## src/rtl/seq_sub64_if.sv

```systemverilog
// rtl/seq_sub64_if.sv - operand/result handshake bundle for the sliced subtractor
interface seq_sub64_if #(
    parameter int WIDTH = 64
);
    logic             in_valid;
    logic             in_ready;
    logic [WIDTH-1:0] a;
    logic [WIDTH-1:0] b;
    logic             bin;
    logic             out_valid;
    logic             out_ready;
    logic [WIDTH-1:0] diff;
    logic             bout;
    logic             ovf;

    modport master (
        output in_valid, a, b, bin, out_ready,
        input  in_ready, out_valid, diff, bout, ovf
    );

    modport slave (
        input  in_valid, a, b, bin, out_ready,
        output in_ready, out_valid, diff, bout, ovf
    );
endinterface

```

## src/rtl/seq_sub64.sv

```systemverilog
// rtl/seq_sub64.sv - multi-cycle subtractor, one CHUNK-bit slice per clock with rippled borrow
module seq_sub64 #(
    parameter int WIDTH = 64,
    parameter int CHUNK = 16
) (
    input logic        clk,
    input logic        rst_n,
    seq_sub64_if.slave bus
);
    localparam int NCHUNK = WIDTH / CHUNK;
    localparam int IDX_W  = (NCHUNK > 1) ? $clog2(NCHUNK) : 1;
    localparam logic [IDX_W-1:0] LAST_IDX = IDX_W'(NCHUNK - 1);

    localparam logic [1:0] IDLE = 2'd0;
    localparam logic [1:0] CALC = 2'd1;
    localparam logic [1:0] DONE = 2'd2;

    logic [1:0]       state;
    logic [IDX_W-1:0] idx;
    logic             borrow;
    logic [WIDTH-1:0] a_q;
    logic [WIDTH-1:0] b_q;
    logic [WIDTH-1:0] diff_q;
    logic             bout_q;
    logic             ovf_q;
    logic             out_valid_q;

    int               base;
    logic [CHUNK-1:0] a_slice;
    logic [CHUNK-1:0] b_slice;
    logic [CHUNK:0]   slice_sub;
    logic [CHUNK-1:0] d_slice;
    logic             br;
    logic             last_slice;

    // One CHUNK+1 bit subtract per cycle; the top bit is the borrow into the next slice.
    always_comb begin
        base       = int'(idx) * CHUNK;
        a_slice    = a_q[base +: CHUNK];
        b_slice    = b_q[base +: CHUNK];
        slice_sub  = {1'b0, a_slice} - {1'b0, b_slice} - {{CHUNK{1'b0}}, borrow};
        d_slice    = slice_sub[CHUNK-1:0];
        br         = slice_sub[CHUNK];
        last_slice = (idx == LAST_IDX);
    end

    always_ff @(posedge clk) begin
        if (!rst_n) begin
            state       <= IDLE;
            idx         <= '0;
            borrow      <= 1'b0;
            a_q         <= '0;
            b_q         <= '0;
            diff_q      <= '0;
            bout_q      <= 1'b0;
            ovf_q       <= 1'b0;
            out_valid_q <= 1'b0;
        end else begin
            case (state)
                IDLE: begin
                    if (bus.in_valid) begin
                        a_q    <= bus.a;
                        b_q    <= bus.b;
                        borrow <= bus.bin;
                        idx    <= '0;
                        state  <= CALC;
                    end
                end
                CALC: begin
                    diff_q[base +: CHUNK] <= d_slice;
                    borrow                <= br;
                    idx                   <= idx + 1'b1;
                    if (last_slice) begin
                        // d_slice holds the final diff MSB, so overflow is decided here.
                        idx         <= '0;
                        state       <= DONE;
                        out_valid_q <= 1'b1;
                        bout_q      <= br;
                        ovf_q       <= (a_q[WIDTH-1] ^ b_q[WIDTH-1]) &
                                       (a_q[WIDTH-1] ^ d_slice[CHUNK-1]);
                    end
                end
                DONE: begin
                    if (bus.out_ready) begin
                        out_valid_q <= 1'b0;
                        state       <= IDLE;
                    end
                end
                default: state <= IDLE;
            endcase
        end
    end

    assign bus.in_ready  = (state == IDLE);
    assign bus.out_valid = out_valid_q;
    assign bus.diff      = diff_q;
    assign bus.bout      = bout_q;
    assign bus.ovf       = ovf_q;
endmodule

```

## src/flat_wrapper.sv

```systemverilog
// flat-port wrapper written by rule: the top's interface ports become plain ports
module seq_sub64_flat 
#(
    parameter int WIDTH = 64,
    parameter int CHUNK = 16
)
  (clk, rst_n, bus_in_valid, bus_a, bus_b, bus_bin, bus_out_ready, bus_in_ready, bus_out_valid, bus_diff, bus_bout, bus_ovf);
  seq_sub64_if #(.WIDTH(WIDTH)) bus_i ();
  input logic clk;
  input logic rst_n;
  input wire logic [$bits(bus_i.in_valid)-1:0] bus_in_valid;
  input wire logic [$bits(bus_i.a)-1:0] bus_a;
  input wire logic [$bits(bus_i.b)-1:0] bus_b;
  input wire logic [$bits(bus_i.bin)-1:0] bus_bin;
  input wire logic [$bits(bus_i.out_ready)-1:0] bus_out_ready;
  output wire logic [$bits(bus_i.in_ready)-1:0] bus_in_ready;
  output wire logic [$bits(bus_i.out_valid)-1:0] bus_out_valid;
  output wire logic [$bits(bus_i.diff)-1:0] bus_diff;
  output wire logic [$bits(bus_i.bout)-1:0] bus_bout;
  output wire logic [$bits(bus_i.ovf)-1:0] bus_ovf;
  assign bus_i.in_valid = bus_in_valid;
  assign bus_i.a = bus_a;
  assign bus_i.b = bus_b;
  assign bus_i.bin = bus_bin;
  assign bus_i.out_ready = bus_out_ready;
  assign bus_in_ready = bus_i.in_ready;
  assign bus_out_valid = bus_i.out_valid;
  assign bus_diff = bus_i.diff;
  assign bus_bout = bus_i.bout;
  assign bus_ovf = bus_i.ovf;
  seq_sub64 #(.WIDTH(WIDTH), .CHUNK(CHUNK)) u_core (.clk(clk), .rst_n(rst_n), .bus(bus_i));
endmodule
```

## config.mk

```make
export PLATFORM = sky130hd
export DESIGN_NAME = seq_sub64_flat
export DESIGN_NICKNAME = d
export VERILOG_FILES = /design/src/rtl/seq_sub64_if.sv /design/src/rtl/seq_sub64.sv /design/src/flat_wrapper.sv
export SDC_FILE = /design/constraint.sdc
export NUM_CORES = 1
export LEC_CHECK = 0
export BUFFER_PORTS_ARGS = -buffer_cell sky130_fd_sc_hd__buf_2
export CORE_UTILIZATION = 50
export CTS_BUF_LIST = sky130_fd_sc_hd__clkbuf_2
export CTS_CLUSTER_SIZE = 30
export DETAILED_ROUTE_END_ITERATION = 8
export PLACE_DENSITY = 0.74
export SLEW_MARGIN = 20
export SYNTH_ARGS = -nofsm -noshare
export SYNTH_HDL_FRONTEND = slang
export SYNTH_SLANG_ARGS = --single-unit
```

## constraint.sdc

```tcl
create_clock -name clk -period 4.5 [get_ports clk]
set_input_delay 0.225 -clock clk [delete_from_list [all_inputs] [get_ports clk]]
set_output_delay 0.225 -clock clk [all_outputs]
set_load 0.02 [all_outputs]
```

==> metrics.txt, run 1 <==
DRC=0; final setup skew=0.0739 ns; routed via count=8319; reg-to-reg critical path startpoint=u_core.idx[0]; CTS buffer count=17; post-DP HPWL=16900 um; Root Driver=clkbuf_2; M3 GR Usage=5.85%; Slew Viols, Final=0; nets=between 1000 and 1500; share of post-route cells with drive strength above 1=21.5%; IO Port Bufs=200; Tcrit/Tclk final=roughly 90%; initial DRC count=513; Rel. slew slack=27.6%; area leader, netlist=dfxtp_1; critical path startpoint=u_core.idx[0]; max cap viols=0; status=completed; post-route ant nets=0; largest net degree at the start of global routing=114; Most Used Layer, Global Route=met2; area delta synth->final=28.4%; total negative slack=0 ns; Top delay family on crit path=compound AO/OA/AOI/OAI gates; ys async rst share=0%; RSZ-0062 raised after global routing=false; die height=138 um; via-per-instance ratio=roughly 5.4; Max FO, Critical Path=24; Pwr Density=315 mW/mm2; post-DR wirelength/cell=17.0 um; width of the die=~140 um; share of total power in the clock network=21.1%; final wirelength=around 26000 um; EDFF count, synth=0; largest family of logic cells by synthesized area=compound AO/OA/AOI/OAI gates; Synth Area in Simple Gates=16.8%; Hold Vio Cnt, Final=0; met2 Resource Use GR=47.6%; net switching power=around 1.3 mW; initial core utilization=51.1%; worst slew pin tran=1.09 ns; mux contribution to synthesized area=8.06%; Final min period=4.13 ns; crit-path max cell delay=just under 1 ns; synth unique cells=49; first-pass GRT wire length=roughly 40000 um; core area=between 0.015 and 0.02 mm2; CTS max path bufs=2; # IOs=201; Fill cells=1440; number of global-route vias before repair=7912; Yosys Warn Count=0; Seq pwr share=51.7%; Area contributors post-synth=dfxtp_1, nand2_1, a21boi_0, mux4_2, ha_1; Sw Share=between 30% and 40%; count leader, synth=nand2_1; Max H-tree Level=4; length of the first detailed-routing pass in iterations=5; WP data required=5.16 ns; worst vdd rail ir drop=around 270 uV; Hold Crit Class=in2reg; Leak=around 5 nW; Hold Startpoint=rst_n; die area=0.0190 mm2; adder-cell share of the synthesized area=5.05%; Avg Synthesized Cell Area=between 9 and 10 um2; Sink Count=200; Crit path arrival time=approximately 4.8 ns; clk_lat worst skew=between 0.7 and 0.8 ns; worst path cell trace=buf_4, mux4_2, ha_1, inv_1, ha_1, a21o_1, a21o_1, a32oi_1, a21boi_1, or4b_1, a31oi_1; GRT Util Overall=28.0%; Final Non-Filler Cells=1535; #FFs+latches synth=200; share of the synthesized area in the top cell type=43.5%; XOR/XNOR share of the synthesized area=around 1.1%; post-CTS setup repair buffer count=0; synthesized net count=1168; initial antenna violation count=1; sequential share of the synthesized area=43.5%; Top FF cell, synth=dfxtp_1; critical path's slowest cell=dfxtp_2; f_max=242 MHz; crit path capture type=flop; commonest cells in the netlist=nand2_1, dfxtp_1, a21boi_0; # rows=49; GR Util met1=34.6%; CTS tree=yes; Placed Cells=1371; critical setup path kind=reg2reg; combinational share of power=27.2%; Mapped Area=0.00921 mm2; Syn Inst Count=999; Pint=2.45 mW; post-synthesis compound-gate area fraction=~20%; endpoints failing setup=0; GR Overflow Total=0; Crit path buffers/inverters=2; CP Launch Type=flop; Clock Pin Slew Worst Setup and Hold Paths=about 0.29 ns; gpl congestion=0.843
-- per-layer routing --
metal	share of wire [%]	wire length, um
met5	0	0
met4	3.1	810
met3	6.8	1780
met2	48	12600
met1	42	10900
-- registers in the layout, indices dropped and copies added (netlist names) --
register,cells
u_core.bus.diff,64
u_core.a_q,64
u_core.bus.ovf,1
u_core.borrow,1
u_core.bus.out_valid,1
u_core.b_q,64
u_core.idx,2
u_core.bus.bout,1
u_core.state,2
-- layout make-up --
cell class	instances	area, um2	area share (%)
multi-input combinational	681	4760	40.2
sequential	200	4010	33.9
timing repair buffer	339	2370	20.1
tap	229	287	2.42
inverter	53	199	1.68
clock inverter	15	118	0.994
clock buffer	17	85.1	0.719
antenna	1	2.50	0.0212
-- power groups by stage --
stage          sequential, mW  combinational [mW]  clock (mW)
2_1_floorplan            1.95               0.626           0
3_3_place_gp             1.96               0.905           0
3_5_place_dp             1.96               0.907           0
4_1_cts                  1.93               0.996       0.801
5_1_grt                  1.94                1.12       0.871
6_report                 1.93                1.02       0.786
-- what timing repair did --
action                                 in CTS  in global routing
resized for setup                           0                  0
endpoints found under the hold margin     134                  0
hold buffers                              131                  0
-- layout by cell type, fill, tap and decap left out, types with 3 or more instances in the layout --
cell           Yosys  final
buf_2              8    199
a21o_1             4      4
nor2b_1           36     36
a21oi_1           12     12
a22oi_1           31     31
and2_1            12     11
a211o_1            4      4
nand3_1            5      5
o21ai_0            9      9
mux2i_1            3      3
a22o_1            36     36
o211ai_1           3      3
inv_6              0      3
inv_1             53     53
a31oi_1            5      5
buf_4              0      9
clkinv_4           0      4
nor4b_4            3      3
xnor2_1            7      7
dfxtp_1          200    198
mux4_2            31     31
xor2_1             5      5
clkinv_2           0      3
clkbuf_2           0     17
a21boi_0         129    129
nor2_1             9      9
ha_1              34     34
dlygate4sd3_1      0    131
nand2_1          274    273
-- through the flow --
stage / total power, mW / hold WS, ns / utilization (%) / cell area [um2] / setup slack, ns
finish: 3.73 / 0.0708 / 65.6 / 11800 / 0.366
global route: 3.93 / 0.00745 / 65.6 / 11800 / 0.101
CTS: 3.72 / 0.0135 / 65.6 / 11800 / 0.347
detailed placement: 2.87 / 0.457 / 57.2 / 10300 / 0.463
global placement: 2.86 / 0.450 / 57.2 / 10300 / 0.536
floorplan: 2.58 / 0.370 / - / 9210 / 0.651
-- cell families after synthesis --
logic type	Yosys count
AND/OR/NAND/NOR	350
AO/OA/AOI/OAI	248
multiplexers	35
XOR/XNOR	12
adder cells (fa/ha/maj)	36
flip-flops	200
buffers and inverters	118
-- worst paths after layout --
| kind | depth (start not counted) | to | slack [ns] |
|---|---|---|---|
| setup reg to reg | 11 | u_core.bus.ovf | 0.37 |
| hold / removal | 2 | u_core.a_q[59] | 0.07 |
| hold reg to reg | 2 | u_core.b_q[0] | 0.48 |
| setup / recovery | 11 | u_core.bus.ovf | 0.37 |
Power figures use the tool's default switching activity.
==> run 2: changes to the inputs <==
--- a/config.mk
+++ b/config.mk
@@ -10,7 +10,7 @@
 export CTS_BUF_LIST = sky130_fd_sc_hd__clkbuf_2
 export CTS_CLUSTER_SIZE = 30
 export DETAILED_ROUTE_END_ITERATION = 8
-export PLACE_DENSITY = 0.74
+export PLACE_DENSITY = 0.77
 export SLEW_MARGIN = 20
 export SYNTH_ARGS = -nofsm -noshare
 export SYNTH_HDL_FRONTEND = slang
==> constraint.sdc (replaced) <==
create_clock -name clk -period 3.8 [get_ports clk]
set_input_delay 0.19 -clock clk [delete_from_list [all_inputs] [get_ports clk]]
set_output_delay 0.19 -clock clk [all_outputs]
set_load 0.02 [all_outputs]
==> run 2 against run 1 <==
Against the previous run: sequential share of layout area is 1.1 points lower; hold slack better by 0.027 ns; worst setup slack worse by 0.16 ns; sequential power grew 18%; count of clock-buffer cells in the layout up 4; non-clock buffer count up 36; critical path type unchanged.
==> metrics.txt, run 2 (synthesis gave the netlist of run 1 again) <==
via-per-instance ratio=between 5 and 6; Tcrit/Tclk final=between 90% and 100%; Final min period=3.60 ns; largest net degree at the start of global routing=130; Slew Viols, Final=0; Worst Hold End=u_core.a_q[15]; CTS tree=yes; worst hold path stage count=2; die area=0.0190 mm2; nets=1497; crit path capture type=flop; Max H-tree Level=4; total negative slack=0 ns; die height=138 um; GRT Util Overall=31.8%; Root Driver=clkbuf_2; # rows=49; core area=0.0180 mm2; initial DRC count=610; post-DR wirelength/cell=~19 um; routed via count=around 8700; status=completed; final instance area=0.0122 mm2; WP data required=4.52 ns; Hold Vio Cnt, Final=0; endpoints failing setup=0; max cap viols=0; # IOs=201; IO Port Bufs=200; worst vdd rail ir drop=252 uV; worst slew pin tran=1.06 ns; Sink Count=200; Hold Crit Class=in2reg; final setup skew=0.0450 ns; clk_lat worst skew=just under 0.8 ns; share of post-route cells with drive strength above 1=between 20 and 25%; GR Overflow Total=0; gpl congestion=0.908; reg-to-reg critical path startpoint=u_core.idx[0]; length of the first detailed-routing pass in iterations=5; critical setup path kind=reg2reg; Hold Startpoint=rst_n; initial core utilization=51.1%; Rel. slew slack=29.0%; Leak=around 5 nW; CTS buffer count=17; Max FO, Critical Path=14; f_max=278 MHz; first-pass GRT wire length=45500 um; initial antenna violation count=4; share of the core filled with cells=67.9%; GR Util met1=38.2%; most frequent cells in the layout=nand2_1, buf_2, dfxtp_1; post-route ant nets=0; DRC=0; CP Launch Type=flop; number of global-route vias before repair=8709; post-DP HPWL=17000 um; Most Used Layer, Global Route=met2; RSZ-0062 raised after global routing=false; Pwr Density=roughly 370 mW/mm2; r2r worst-path depth=11; width of the die=around 140 um; CTS max path bufs=2; R2R setup slack=0.20 ns; area delta synth->final=32.8%; Post-DP Area=around 0.010 mm2; Clock Pin Slew Worst Setup and Hold Paths=0.29 ns; met2 Resource Use GR=52.8%; Reg-to-Reg End=u_core.bus.ovf; Crit path arrival time=4.32 ns; most common cell after layout, fill and taps aside=nand2_1; final wirelength=a little under 30000 um; M3 GR Usage=6.73%
run 2: changes by cell type in the layout (fill, tap and decap cells not counted), sizes merged:
cell,change
clkinv,-5
buf,+5
clkinvlp,+3
bufinv,+1
clkbuf,+4
dlygate4sd3,+31
inv,-4
diode,+3
run 2: routing by layer:
layer	vias up	wire length (um)
met5	-	0
met4	0	1530
met3	114	2020
met2	446	14000
met1	4097	11800
li1	4075	-
run 2: through the flow:
stage               hold slack (ns)  instances  power, mW  setup WS, ns
floorplan                     0.335        999       3.05         0.199
global placement              0.446       1376       3.42         0.208
detailed placement            0.453       1376       3.43         0.266
CTS                          0.0269       1569       4.49         0.226
global route                 0.0788       1573       4.76        0.0197
finish                       0.0974       1573       4.55         0.205
run 2: power breakdown:
part           internal [mW]  switching [mW]
Clock                  0.244           0.737
Combinational          0.553           0.744
Sequential              2.21          0.0668
run 2: worst max-delay path by stage:
stage	from	endpoint	slack, ns	cells past startpoint
finish	u_core.idx[0]	u_core.bus.ovf	0.20	11
global route	u_core.idx[0]	u_core.bus.diff[62]	0.02	12
CTS	u_core.idx[0]	u_core.bus.ovf	0.23	11
global placement	u_core.idx[0]	u_core.bus.ovf	0.21	11
floorplan	u_core.idx[0]	u_core.bus.ovf	0.20	12
detailed placement	u_core.idx[0]	u_core.bus.ovf	0.27	11
run 2: what timing repair did:
action,in CTS,in global routing
setup endpoints to repair,0,3
resized for setup,0,1
buffers inserted,0,0
hold endpoints to repair,133,0
hold buffers,162,0
run 2: critical path, stage by stage (launching register included):
cell       delay [ns]
dfxtp_2          0.53
buf_12           0.21
mux4_2           0.55
ha_1             0.30
inv_1            0.04
ha_1             0.40
nand2_1          0.15
nor3b_1          0.34
o2111ai_1        0.20
and3b_1          0.24
or4b_1           0.46
a31oi_1          0.16
run 2: cell type report:
class                      count  area (um2)
clock buffer                  21         105
sequential                   200        4010
multi-input combinational    681        4770
timing repair buffer         375        2760
tap                          229         287
fill                        1363        5790
clock inverter                10        98.8
inverter                      53         199
antenna                        4        10.0
==> run 3: changes to the inputs <==
==> constraint.sdc (replaced) <==
create_clock -name clk -period 3.8 [get_ports clk]
set_input_delay 0.76 -clock clk [delete_from_list [all_inputs] [get_ports clk]]
set_output_delay 0.76 -clock clk [all_outputs]
set_load 0.02 [all_outputs]
==> run 3 against run 2 <==
Against the previous run: via count shrank 14%; fmax increased by 0.51%; design area down 12%; combinational power down 12%; flip-flop and latch count stayed put; largest power group unchanged; clock skew is 0.0053 ns lower; non-clock buffer count decreased by 157; worst setup slack better by 0.018 ns; hold slack improved by 0.059 ns; global-route usage decreased by 6.7 points; first-iteration DRC count shrank 15%; sequential share of layout area is 4.6 points higher; critical path type unchanged.
==> metrics.txt, run 3 (synthesis gave the netlist of run 1 again) <==
status=completed; Slew Viols, Final=0; Hold Vio Cnt, Final=0; die area=0.0190 mm2; number of global-route vias before repair=6988; WP data required=4.52 ns; gpl congestion=0.883; via-per-instance ratio=about 5.3; r2r worst-path depth=11; clk_lat worst skew=0.80 ns; most common cell after layout, fill and taps aside=nand2_1; area delta synth->final=16.5%; CTS buffer count=17; Pwr Density=between 400 and 500 mW/mm2; Power Total=4.56 mW; post-DP HPWL=17200 um; Hold Crit Class=in2reg; post-DR wirelength/cell=16.2 um; f_max=280 MHz; CTS tree=yes; Rel. slew slack=46.2%; Max FO, Critical Path=13; share of post-route cells with drive strength above 1=24.5%; core area=0.0180 mm2; crit path capture type=flop; routed via count=7547; total negative slack=0 ns; first-pass GRT wire length=approximately 36000 um; worst slew pin tran=0.807 ns; RSZ-0062 raised after global routing=false; Leak=~4.5 nW; Max H-tree Level=4; width of the die=between 100 and 150 um; CTS Hold Buffers Added=0; share of the core filled with cells=between 50% and 60%; max cap viols=0; worst vdd rail ir drop=323 uV; largest net degree at the start of global routing=87; # rows=49; final setup skew=around 0.040 ns; Final Non-Filler Cells=1414; critical setup path kind=reg2reg; CTS max path bufs=2; Final min period=3.58 ns; CP Launch Type=flop; endpoints failing setup=0; initial DRC count=517; Placed Cells=1379; nets=1340; # IOs=201; Tcrit/Tclk final=between 90% and 100%; hold slack=0.157 ns; final wirelength=22900 um; DRC=0; worst hold path stage count=3; Clock Pin Slew Worst Setup and Hold Paths=0.29 ns; die height=138 um; IO Port Bufs=200; Sink Count=200; Root Driver=clkbuf_2; Crit path arrival time=4.29 ns; GR Overflow Total=0; initial antenna violation count=1; GRT Util Overall=25.1%; post-route ant nets=0; length of the first detailed-routing pass in iterations=5; most frequent cells in the layout=nand2_1, buf_2, dfxtp_1; initial core utilization=51.1%
## run 3: path summary, 6_finish.rpt
kind | slack [ns] | endpoint | startpoint
min reg2reg | 0.48 | u_core.a_q[23] | u_core.a_q[23]
max reg2reg | 0.22 | u_core.bus.ovf | u_core.idx[0]
max | 0.22 | u_core.bus.ovf | u_core.idx[0]
min | 0.16 | u_core.a_q[35] | bus_a[35]
## run 3: where the power goes
part           switching [mW]  internal, mW
registers              0.0596          2.21
clock network           0.719         0.434
logic                   0.691         0.450
total                    1.47          3.09
## run 3: repair_timing
item                       4_1_cts  5_1_grt
hold endpoints to repair         0        0
gates resized for setup          0        2
setup endpoints to repair        0       10
buffers inserted                 0        2
## run 3: stage by stage
stage	area (um2)	worst slack, ns
after global routing	10700	0.000363
after global placement	10400	0.261
after CTS	10700	0.0923
final	10700	0.223
after detailed placement	10400	0.177
after floorplan	9210	0.199
## run 3: area by class of cell
class / count / area [um2]
fill: 1597 / 7290
inverter: 53 / 199
timing repair buffer: 218 / 1190
sequential: 200 / 4010
antenna: 1 / 2.50
multi-input combinational: 681 / 4760
clock inverter: 15 / 198
tap: 229 / 287
clock buffer: 17 / 85.1
## run 3: routing by layer
layer	wire (um)	GRT usage (%)
met3	1420	5.41
met1	10500	33.4
met2	10500	39.7
met5	0	0
met4	540	9.60
## run 3: worst max-delay path, stage by stage, from the launching register on
cell      delay [ns]
dfxtp_4         0.48
buf_12          0.18
mux4_2          0.52
ha_1            0.31
inv_1           0.05
ha_1            0.38
a211o_1         0.35
a211o_1         0.28
a32oi_1         0.18
a21boi_1        0.12
or4b_1          0.51
a31oi_1         0.16
